`src/rtl/switch_debouncer_pkg.sv`:
```
// Shared constants for the switch input path: default sizes, debounce
// interval and the data-memory IO addresses that expose sw_stable.
package switch_debouncer_pkg;

  localparam int SW_WIDTH_DEFAULT  = 8;
  localparam int DB_CYCLES_DEFAULT = 50000;
  localparam int CNT_WIDTH         = 16;

  // sw_stable[3:0] and sw_stable[7:4] as seen by the data-memory IO read path
  localparam logic [31:0] SW_LOW_ADDR  = 32'hffff_ff60;
  localparam logic [31:0] SW_HIGH_ADDR = 32'hffff_ff64;

endpackage

```
`src/rtl/switch_debouncer_bit.sv`:
```
// One switch bit: two-flop synchronizer, persistence counter, debounced
// level and a one-cycle pulse on each debounced level change.
module debounce_bit
  import switch_debouncer_pkg::*;
#(
  parameter int DB_CYCLES = DB_CYCLES_DEFAULT
) (
  input  logic clock,
  input  logic reset,
  input  logic raw,
  output logic level,
  output logic pulse,
  output logic toggle
);

  localparam logic [CNT_WIDTH-1:0] LAST = CNT_WIDTH'(DB_CYCLES - 1);

  logic                 s1;
  logic                 s2;
  logic [CNT_WIDTH-1:0] cnt;

  // toggle marks the edge on which level flips; the top uses it for sw_changed
  assign toggle = (s2 != level) && (cnt == LAST);

  always_ff @(posedge clock) begin
    if (reset) begin
      s1    <= 1'b0;
      s2    <= 1'b0;
      cnt   <= '0;
      level <= 1'b0;
      pulse <= 1'b0;
    end else begin
      s1    <= raw;
      s2    <= s1;
      pulse <= toggle;
      if (s2 == level) begin
        cnt <= '0;
      end else if (cnt < LAST) begin
        cnt <= cnt + 1'b1;
      end else begin
        level <= s2;
        cnt   <= '0;
      end
    end
  end

endmodule

```
`src/rtl/switch_debouncer.sv`:
```
// Debounces WIDTH board switches independently and keeps a sticky
// "something changed" flag that the IO read path acknowledges.
module switch_debouncer
  import switch_debouncer_pkg::*;
#(
  parameter int WIDTH     = SW_WIDTH_DEFAULT,
  parameter int DB_CYCLES = DB_CYCLES_DEFAULT
) (
  input  logic             clock,
  input  logic             reset,
  input  logic [WIDTH-1:0] sw_raw,
  input  logic             flag_clear,
  output logic [WIDTH-1:0] sw_stable,
  output logic [WIDTH-1:0] sw_edge,
  output logic             sw_changed
);

  logic [WIDTH-1:0] toggle;

  for (genvar i = 0; i < WIDTH; i++) begin : g_bit
    debounce_bit #(
      .DB_CYCLES(DB_CYCLES)
    ) u_bit (
      .clock (clock),
      .reset (reset),
      .raw   (sw_raw[i]),
      .level (sw_stable[i]),
      .pulse (sw_edge[i]),
      .toggle(toggle[i])
    );
  end

  // A toggle on the same edge as an acknowledge must not be lost
  always_ff @(posedge clock) begin
    if (reset) begin
      sw_changed <= 1'b0;
    end else if (|toggle) begin
      sw_changed <= 1'b1;
    end else if (flag_clear) begin
      sw_changed <= 1'b0;
    end
  end

endmodule

```
`config.mk`:
```
export PLATFORM = sky130hd
export DESIGN_NAME = switch_debouncer
export DESIGN_NICKNAME = d
export VERILOG_FILES = /design/src/rtl/switch_debouncer_pkg.sv /design/src/rtl/switch_debouncer_bit.sv /design/src/rtl/switch_debouncer.sv
export SDC_FILE = /design/constraint.sdc
export NUM_CORES = 1
export LEC_CHECK = 0
export BUFFER_PORTS_ARGS = -buffer_cell sky130_fd_sc_hd__clkbuf_2
export CAP_MARGIN = 5
export CORE_MARGIN = 4
export CORE_UTILIZATION = 30
export CTS_BUF_LIST = sky130_fd_sc_hd__clkbuf_16
export DETAILED_ROUTE_END_ITERATION = 10
export HOLD_SLACK_MARGIN = 0.08
export SLEW_MARGIN = 5
export SYNTH_ARGS = -nofsm -noshare
export SYNTH_HDL_FRONTEND = slang
export SYNTH_SLANG_ARGS = --single-unit
```
`constraint.sdc`:
```
create_clock -name clock -period 3.41 [get_ports clock]
set_input_delay 0.1705 -clock clock [delete_from_list [all_inputs] [get_ports clock]]
set_output_delay 0.1705 -clock clock [all_outputs]
set_load 0.01 [all_outputs]
```
==> results of run 1 <==
[worst max-delay path, cell delays in order (launching register included)]
cell	delay, ns
dfxtp_1	0.32
ha_1	0.26
a311o_1	0.37
a21oi_1	0.15
o21ai_1	0.11
a311o_1	0.60
nor2_1	0.18
[state kept, by name (all words and copies together), names as in the netlist]
name and count:
g_bit.u_bit.s2 8, g_bit.u_bit.level 8, sw_changed 1, g_bit.u_bit.pulse 8, g_bit.u_bit.s1 8, g_bit.u_bit.cnt 128
[area by class of cell]
cell class              instances  area, sq um  area share [%]
clock inverters                14          149            1.90
flip-flops and latches        161         3220            41.1
inverters                      22         82.6            1.05
multi-input cells             557         3340            42.7
well taps                     285          357            4.55
clock buffers                  17          425            5.43
repair buffers                 40          253            3.23
[power groups by stage]
stage,Clock [uW],Combinational [uW],Sequential [uW]
3_3_place_gp,0,47.9,1940
2_1_floorplan,0,31.8,1940
5_1_grt,1990,60.7,1900
3_5_place_dp,0,48.3,1940
4_1_cts,1920,55.5,1900
6_report,1860,54.3,1900
[metal layers]
metal  up-vias  GRT usage (%)
met2        48           15.3
met1      2281           14.3
li1       2669              -
met3         8           3.11
met5         -              0
met4         0           3.35
[Yosys cell counts (2+ instances only)]
library cell,instances,area [sq um]
or3_1,2,12.5
and3_1,21,131
or4_1,4,30.0
xnor2_1,76,666
nor4_1,14,87.6
nor3_1,25,125
a21oi_1,13,65.1
o21ai_0,8,40.0
buf_6,4,45.0
and4_1,7,61.3
buf_4,16,120
o21a_1,4,30.0
ha_1,8,100
a311o_1,8,80.1
nand3_1,50,250
dfxtp_1,161,3220
nor2_1,153,574
buf_1,2,7.51
nand2_1,37,139
xor2_1,38,333
and2_1,3,18.8
nor2b_1,17,106
a31oi_1,5,31.3
clkbuf_1,9,33.8
nor4b_1,3,26.3
or4b_1,4,40.0
a311o_2,2,22.5
o21ai_1,6,30.0
nor2_2,10,62.6
a31o_2,3,26.3
buf_2,2,10.0
nand4_1,26,163
inv_1,22,82.6
[metrics by stage]
| step | setup slack, ns | hold WS (ns) |
|---|---|---|
| after global routing | 1.22 | 0.268 |
| after detailed placement | 1.35 | 0.387 |
| after floorplan | 1.54 | 0.299 |
| final | 1.35 | 0.220 |
| after CTS | 1.32 | 0.213 |
| after global placement | 1.39 | 0.379 |
[cell families (layout without fill, tap and decap cells)]
kind of cell	Yosys count	in the layout	share of synthesized area, %
compound gates	55	55	5.59
xor+xnor	114	114	14.5
fa+ha+maj	8	8	1.46
buf+inv	55	93	4.36
flops	161	161	46.9
mux	1	1	0.146
simple gates	379	379	27.0
[worst max-delay path by stage]
stage               depth (start not counted)                              from                                 to  slack [ns]
floorplan                                   7  g_bit[2].u_bit.cnt[0]$_SDFF_PP0_  g_bit[2].u_bit.cnt[10]$_SDFF_PP0_        1.54
global placement                            6  g_bit[2].u_bit.cnt[0]$_SDFF_PP0_   g_bit[2].u_bit.cnt[0]$_SDFF_PP0_        1.39
detailed placement                          6  g_bit[5].u_bit.cnt[0]$_SDFF_PP0_  g_bit[5].u_bit.cnt[14]$_SDFF_PP0_        1.35
CTS                                         6  g_bit[5].u_bit.cnt[0]$_SDFF_PP0_  g_bit[5].u_bit.cnt[14]$_SDFF_PP0_        1.32
global route                                6  g_bit[5].u_bit.cnt[0]$_SDFF_PP0_  g_bit[5].u_bit.cnt[11]$_SDFF_PP0_        1.22
finish                                      6  g_bit[5].u_bit.cnt[0]$_SDFF_PP0_   g_bit[5].u_bit.cnt[6]$_SDFF_PP0_        1.35
==> metrics.yaml, run 1 <==
hp-class: "in -> reg"
cap_violations: 0
fin_crit_ns: 2.06
grt_first_pass_wirelength_microns: 22000
netlist_instances: 773
wl_per_cell_microns: 11.6
holdCritStartpoint: "flag_clear"
wl_met3_microns: 456
initial_core_util_pct: 30.4
synth_cell_type_count: 43
p_comb_share_pct: 1.4
die-area_sq_mm: 0.0254
rrSetupSlack_ns: 1.35
grt_pass1_vias: 4697
worst_setup_path_start_kind: "flop"
r2r-start: "g_bit[5].u_bit.cnt[0]$_SDFF_PP0_"
place_area_sq_mm: 0.00718
core-area_sq_mm: 0.0226
synth-edff-count: 0
vias: 5006
final_nets: 818
power.total_uw: 3810
numCtsBuffers: 17
vias_per_cell: 4.57
insertion_delay_ns: 0.42
grt_max_degree: 36
place_inst: 1057
worstPathArrival_ns: 2.41
cp.required_ns: 3.76
p_leak_uw: 0.00248
avgSynthCellArea_sq_um: 8.88
ir_worst_vdd_mv: 0.247
dr_wl_met2_microns: 5340
setup_viol: 0
place_hpwl_microns: 8870
place_congestion: 0.762
hold_end: "sw_changed$_SDFFE_PP0P_"
seq_area_frac_synth_pct: 46.9
outcome: "complete, no violations"
cts_hold_buf: 8
critical_path.endpoint_type: "flop"
drt_iter0_drc: 226
clkSlewWorstSetupHoldPaths_ns: 0.06
top_layer_used: "met4"
hold_viol: 0
fillers: 2316
antenna_cells: 0
htreeDepth: 4
synth-main-ff-cell: "dfxtp_1"
drc_errors: 0
grt_overflow_total: 0
swShare_pct: 20.1
rsz0062_at_grt: "false"
tritoncts: "done"
yosysWarnings: 0
ys_seq_elements: 161
grt_use_total_pct: 10.3
final_max_slew_viol_count: 0
critPathMaxFanout: 16
antenna_found_initial: 0
reg2reg_depth: 6
synth_area_sq_mm: 0.00687
clock_skew_ns: 0.00933
post_cts_buffers: 0
intPower_uw: 3050
path_class: "reg -> reg"
io_pins: 28
fin_cells: 1096
whs_path_depth: 4
cts_num_sinks: 161
die_w_microns: 159
wl_met1_microns: 6850
powerDensity_mw_per_mm2: 487
pwr-share-seq_pct: 49.8
num_rows: 55
routed_wl_microns: 12700
layout-drive-gt1-share_pct: 9.74
synthArstFlopShare_pct: 0
die_h_microns: 159
first_pass_iters: 5
period_share_pct: 60.5
post-route-util_pct: 34.7
maxSlewHeadroom_pct: 47.0
switching_power_uw: 768
tightest_slew_ns: 0.794
clk_path_buf_depth: 2
ant_nets: 0
mostFrequentLayoutCells: "161 x dfxtp_1, 153 x nor2_1, 76 x xnor2_1"
cts_resized: 0
p_clk_share_pct: 48.8
syn2layout_area_growth_pct: 14.1
final_common_cell: "dfxtp_1"
fmax_mhz: 485
finalSetupTns_ns: 0
rr_endpoint: "g_bit[5].u_bit.cnt[6]$_SDFF_PP0_"
finalInstanceArea_sq_mm: 0.00783
clk_root_buffer_cell: "clkbuf_16"
synth_fp_nets: 792
portBuffers: 27
Power figures use the tool's default switching activity.
==> inputs of run 2 (changes only) <==
clock period = 1.95 ns   (was 3.41 ns; I/O delays follow)
==> run 2 against run 1 <==
Net effect: routed wire length grew 4.1%; final cell count increased by 3.2%; hold slack lost 0.048 ns; combinational power grew 93%; core utilization grew 1.2 points; fmax grew 12%; clock skew down 0.0018 ns; worst setup slack worse by 1.2 ns; cell area increased by 3.6%; first-iteration DRC count rose by 16%; global-route usage up 0.67 points.
==> metrics.yaml, run 2 (synthesized netlist as in run 1, its figures left out) <==
outcome: "complete, no violations"
critPathMaxFanout: 10
worst_setup_path_start_kind: "flop"
wl_per_cell_microns: 11.7
post-route-util_pct: 36.0
path_cells: "ha_1, a311o_1, a21oi_1, o21ai_1, a311o_1, buf_4, nor2_1"
switching_power_uw: 1390
die_h_microns: 159
first_pass_iters: 4
clk_path_buf_depth: 2
largest-register: "g_bit.u_bit.cnt"
insertion_delay_ns: 0.42
tightest_slew_ns: 0.532
grt_use_total_pct: 11.0
largest_register_ffs: 128
clock_skew_ns: 0.00755
final_nets: 853
cts_num_sinks: 161
vias: 5204
p_comb_share_pct: 1.6
worstPathArrival_ns: 2.19
rrSetupSlack_ns: 0.12
initial_core_util_pct: 30.4
p_leak_uw: 0.00266
drc_errors: 0
setup_viol: 0
grt_pass1_vias: 4972
hold_viol: 0
grt_overflow_total: 0
fin_crit_ns: 1.83
cp_slowest_cell: "a311o_1"
swShare_pct: 20.7
routed_wl_microns: 13200
period_share_pct: 94.0
htreeDepth: 4
cap_violations: 0
mostFrequentLayoutCells: "161 x dfxtp_1, 153 x nor2_1, 76 x xnor2_1"
fmax_mhz: 545
syn2layout_area_growth_pct: 18.2
tritoncts: "done"
powerDensity_mw_per_mm2: 832
grt_first_pass_wirelength_microns: 23300
core-area_sq_mm: 0.0226
num_rows: 55
vias_per_cell: 4.60
p_clk_share_pct: 49.3
hp-class: "in -> reg"
finalSetupTns_ns: 0
ir_worst_vdd_mv: 0.371
antenna_found_initial: 0
layout-drive-gt1-share_pct: 13.6
antenna_cells: 0
drt_iter0_drc: 262
pwr-share-seq_pct: 49.2
place_hpwl_microns: 9500
final_max_slew_viol_count: 0
fillers: 2294
die-area_sq_mm: 0.0254
rsz0062_at_grt: "false"
cp.required_ns: 2.31
ant_nets: 0
cpMostUsedCell: "a311o_1"
die_w_microns: 159
grt_max_degree: 21
clkSlewWorstSetupHoldPaths_ns: 0.06
numCtsBuffers: 17
clk_root_buffer_cell: "clkbuf_16"
io_pins: 28
final_common_cell: "dfxtp_1"
maxSlewHeadroom_pct: 64.3
place_congestion: 0.761
portBuffers: 27
post_cts_buffers: 0
critical_path.endpoint_type: "flop"
path_class: "reg -> reg"
intPower_uw: 5360
cpPeakStageDelay_ns: 0.39
==> run 2: metal layers <==
metal / vias up / part of all wire (%) / wire length, microns / global-route usage [%]
met4: 0 / 1.3 / 177 / 3.79
met5: - / 0 / 0 / 0
met2: 48 / 43 / 5630 / 16.1
met3: 16 / 2.8 / 377 / 2.82
li1: 2741 / - / - / -
met1: 2399 / 53 / 7060 / 15.6
==> run 2: final timing paths <==
kind,start,endpoint,cells after the start
worst min register to register,g_bit[5].u_bit.cnt[0]$_SDFF_PP0_,g_bit[5].u_bit.cnt[0]$_SDFF_PP0_,1
worst max-delay path,g_bit[2].u_bit.cnt[0]$_SDFF_PP0_,g_bit[2].u_bit.cnt[13]$_SDFF_PP0_,7
worst max register to register,g_bit[2].u_bit.cnt[0]$_SDFF_PP0_,g_bit[2].u_bit.cnt[13]$_SDFF_PP0_,7
worst min-delay path,flag_clear,sw_changed$_SDFFE_PP0P_,4
==> run 2: layout make-up <==
type	count	area (sq um)	area share, %
inverters	22	82.6	1.02
clock buffers	17	425	5.24
repair buffers	75	515	6.35
flip-flops and latches	161	3220	39.7
clock inverters	14	168	2.07
well taps	285	357	4.39
multi-input cells	557	3340	41.2
==> run 2: critical path: cells and delay by family, from the launching register on <==
| family | cells | cell delay, ns |
|---|---|---|
| DFF | 1 | 0.32 |
| adders and majority gates | 1 | 0.21 |
| buffers and inverters | 1 | 0.18 |
| and+or+nand+nor | 1 | 0.10 |
| AOI/OAI and AO/OA | 4 | 0.96 |
==> run 2: power groups by stage <==
| stage | clock [uW] | combinational [uW] | sequential [uW] |
|---|---|---|---|
| 6_report | 3330 | 105 | 3320 |
| 3_3_place_gp | 0 | 94.5 | 3390 |
| 4_1_cts | 3440 | 107 | 3320 |
| 3_5_place_dp | 0 | 94.7 | 3390 |
| 5_1_grt | 3570 | 118 | 3320 |
| 2_1_floorplan | 0 | 55.5 | 3390 |
==> run 2: stage by stage <==
stage	worst slack (ns)	cell area, sq um	power [uW]	hold slack (ns)	instances
after CTS	0.0799	8120	6860	0.161	1131
final	0.117	8120	6750	0.171	1131
after detailed placement	0.100	7440	3490	0.314	1092
after floorplan	0.0820	6870	3450	0.226	773
after global placement	0.140	7440	3490	0.309	1092
after global routing	0.00175	8120	7010	0.217	1131
==> run 2: repair_timing <==
action                     4_1_cts  5_1_grt
hold endpoints to repair         8        0
hold buffers                     8        0
gates resized for setup          0        0
setup endpoints to repair        0        5
==> inputs of run 3 (changes only) <==
clock period = 1.8 ns   (was 1.95 ns; I/O delays follow)
==> run 3 against run 2 <==
Net effect: sequential power is 8.4% higher; sequential share of layout area fell by 1.9 points; clock skew is 0.0030 ns higher; die area unchanged; fmax up 5.0%; global-route usage is 0.059 points higher; final cell count up 2.9%; largest power group unchanged; highest routed layer unchanged.
==> metrics.yaml, run 3 (synthesized netlist as in run 1, its figures left out) <==
hold_viol: 0
die-area_sq_mm: 0.0254
outcome: "complete, no violations"
wl_per_cell_microns: 11.8
initial_core_util_pct: 30.4
cap_violations: 0
place_inst: 1120
use_met1_pct: 15.5
worst_setup_path_start_kind: "flop"
insertion_delay_ns: 0.41
drt_iter0_drc: 294
powerDensity_mw_per_mm2: 877
die_h_microns: 159
critPathMaxFanout: 4
layout-drive-gt1-share_pct: 19.8
cp.required_ns: 2.13
fillers: 2302
cts_num_sinks: 161
hold_slack_ns: 0.158
clk_root_buffer_cell: "clkbuf_16"
period_share_pct: 97.0
clk_path_buf_depth: 2
rrSetupSlack_ns: 0.05
use_met2_pct: 16.7
place_hpwl_microns: 9780
grt_use_total_pct: 11.0
ir_worst_vdd_mv: 0.633
cp_slowest_cell: "or4b_1"
numCtsBuffers: 17
routed_wl_microns: 13800
path_cells: "or4b_1, or3_1, nor3_1, nor4_2, a41oi_1"
maxSlewHeadroom_pct: 68.2
largest-register: "g_bit.u_bit.cnt"
clkSlewWorstSetupHoldPaths_ns: 0.06
grt_max_degree: 17
first_pass_iters: 4
rsz0062_at_grt: "true"
cpPeakStageDelay_ns: 0.49
vias_per_cell: 4.59
largest_register_ffs: 128
grt_pass1_vias: 5146
final_max_slew_viol_count: 0
antenna_found_initial: 0
finalInstanceArea_sq_mm: 0.00853
power.total_uw: 7480
place_area_sq_mm: 0.00767
num_rows: 55
top_usage_layer: "met2"
core-area_sq_mm: 0.0226
grt_first_pass_wirelength_microns: 23700
final_common_cell: "dfxtp_1"
path_class: "reg -> reg"
tightest_slew_ns: 0.476
io_pins: 28
p_leak_uw: 0.00285
ant_nets: 0
fin_cells: 1164
drc_errors: 0
tritoncts: "done"
critical_path.endpoint_type: "flop"
mostFrequentLayoutCells: "158 x dfxtp_1, 143 x nor2_1, 76 x xnor2_1"
grt_use_met3_pct: 3.42
antenna_cells: 0
portBuffers: 27
final_nets: 885
htreeDepth: 4
fin_crit_ns: 1.75
grt_overflow_total: 0
vias: 5346
hp-class: "in -> reg"
clock_skew_ns: 0.0105
syn2layout_area_growth_pct: 24.2
worstPathArrival_ns: 2.07
setup_viol: 0
fmax_mhz: 573
place_congestion: 0.828
die_w_microns: 159
finalSetupTns_ns: 0
-- run 3: final timing paths --
path	from	to	cells past startpoint
setup reg to reg	g_bit[6].u_bit.cnt[5]$_SDFF_PP0_	sw_changed$_SDFFE_PP0P_	5
hold / removal	reset	g_bit[5].u_bit.level$_SDFFE_PP0P_	2
setup / recovery	g_bit[6].u_bit.cnt[5]$_SDFF_PP0_	sw_changed$_SDFFE_PP0P_	5
hold reg to reg	g_bit[1].u_bit.s1$_SDFF_PP0_	g_bit[1].u_bit.s2$_SDFF_PP0_	1
-- run 3: final cells by class --
type,count,area (sq um),share of cell area [%]
flip-flops and latches,161,3230,37.8
repair buffers,106,779,9.14
clock buffers,17,425,4.99
inverters,22,82.6,0.968
multi-input cells,558,3470,40.6
well taps,285,357,4.18
clock inverters,15,191,2.24
-- run 3: worst max-delay path: cells and delay by family, from the launching register on --
kind	cells	cell delay [ns]
compound gates	1	0.15
flops	1	0.34
simple gates	4	1.18
-- run 3: timing repair --
item | in CTS | in global routing
gates resized for setup | 5 | 30
pin swaps | 10 | 11
hold buffers | 8 | 0
endpoints found under the setup margin | 9 | 73
hold endpoints to repair | 8 | 0
buffers inserted | 1 | 1
gates cloned | 1 | 1
-- run 3: power breakdown --
part           switching, uW  internal (uW)
sequential              12.1           3580
clock                   1440           2310
combinational           69.9           60.8
-- run 3: routing by layer --
layer	vias to the layer above	routed length (microns)
li1	2824	-
met1	2456	7230
met2	64	5970
met3	2	557
met4	0	35
met5	-	0
-- run 3: stage by stage --
step / util, % / worst slack [ns]
6_report: 37.8 / 0.0537
5_1_grt: 37.8 / -0.0243
4_1_cts: 37.2 / -0.0110
3_5_place_dp: 34.0 / -0.0478
3_3_place_gp: 34.0 / -0.0880
2_1_floorplan: - / 0.0170
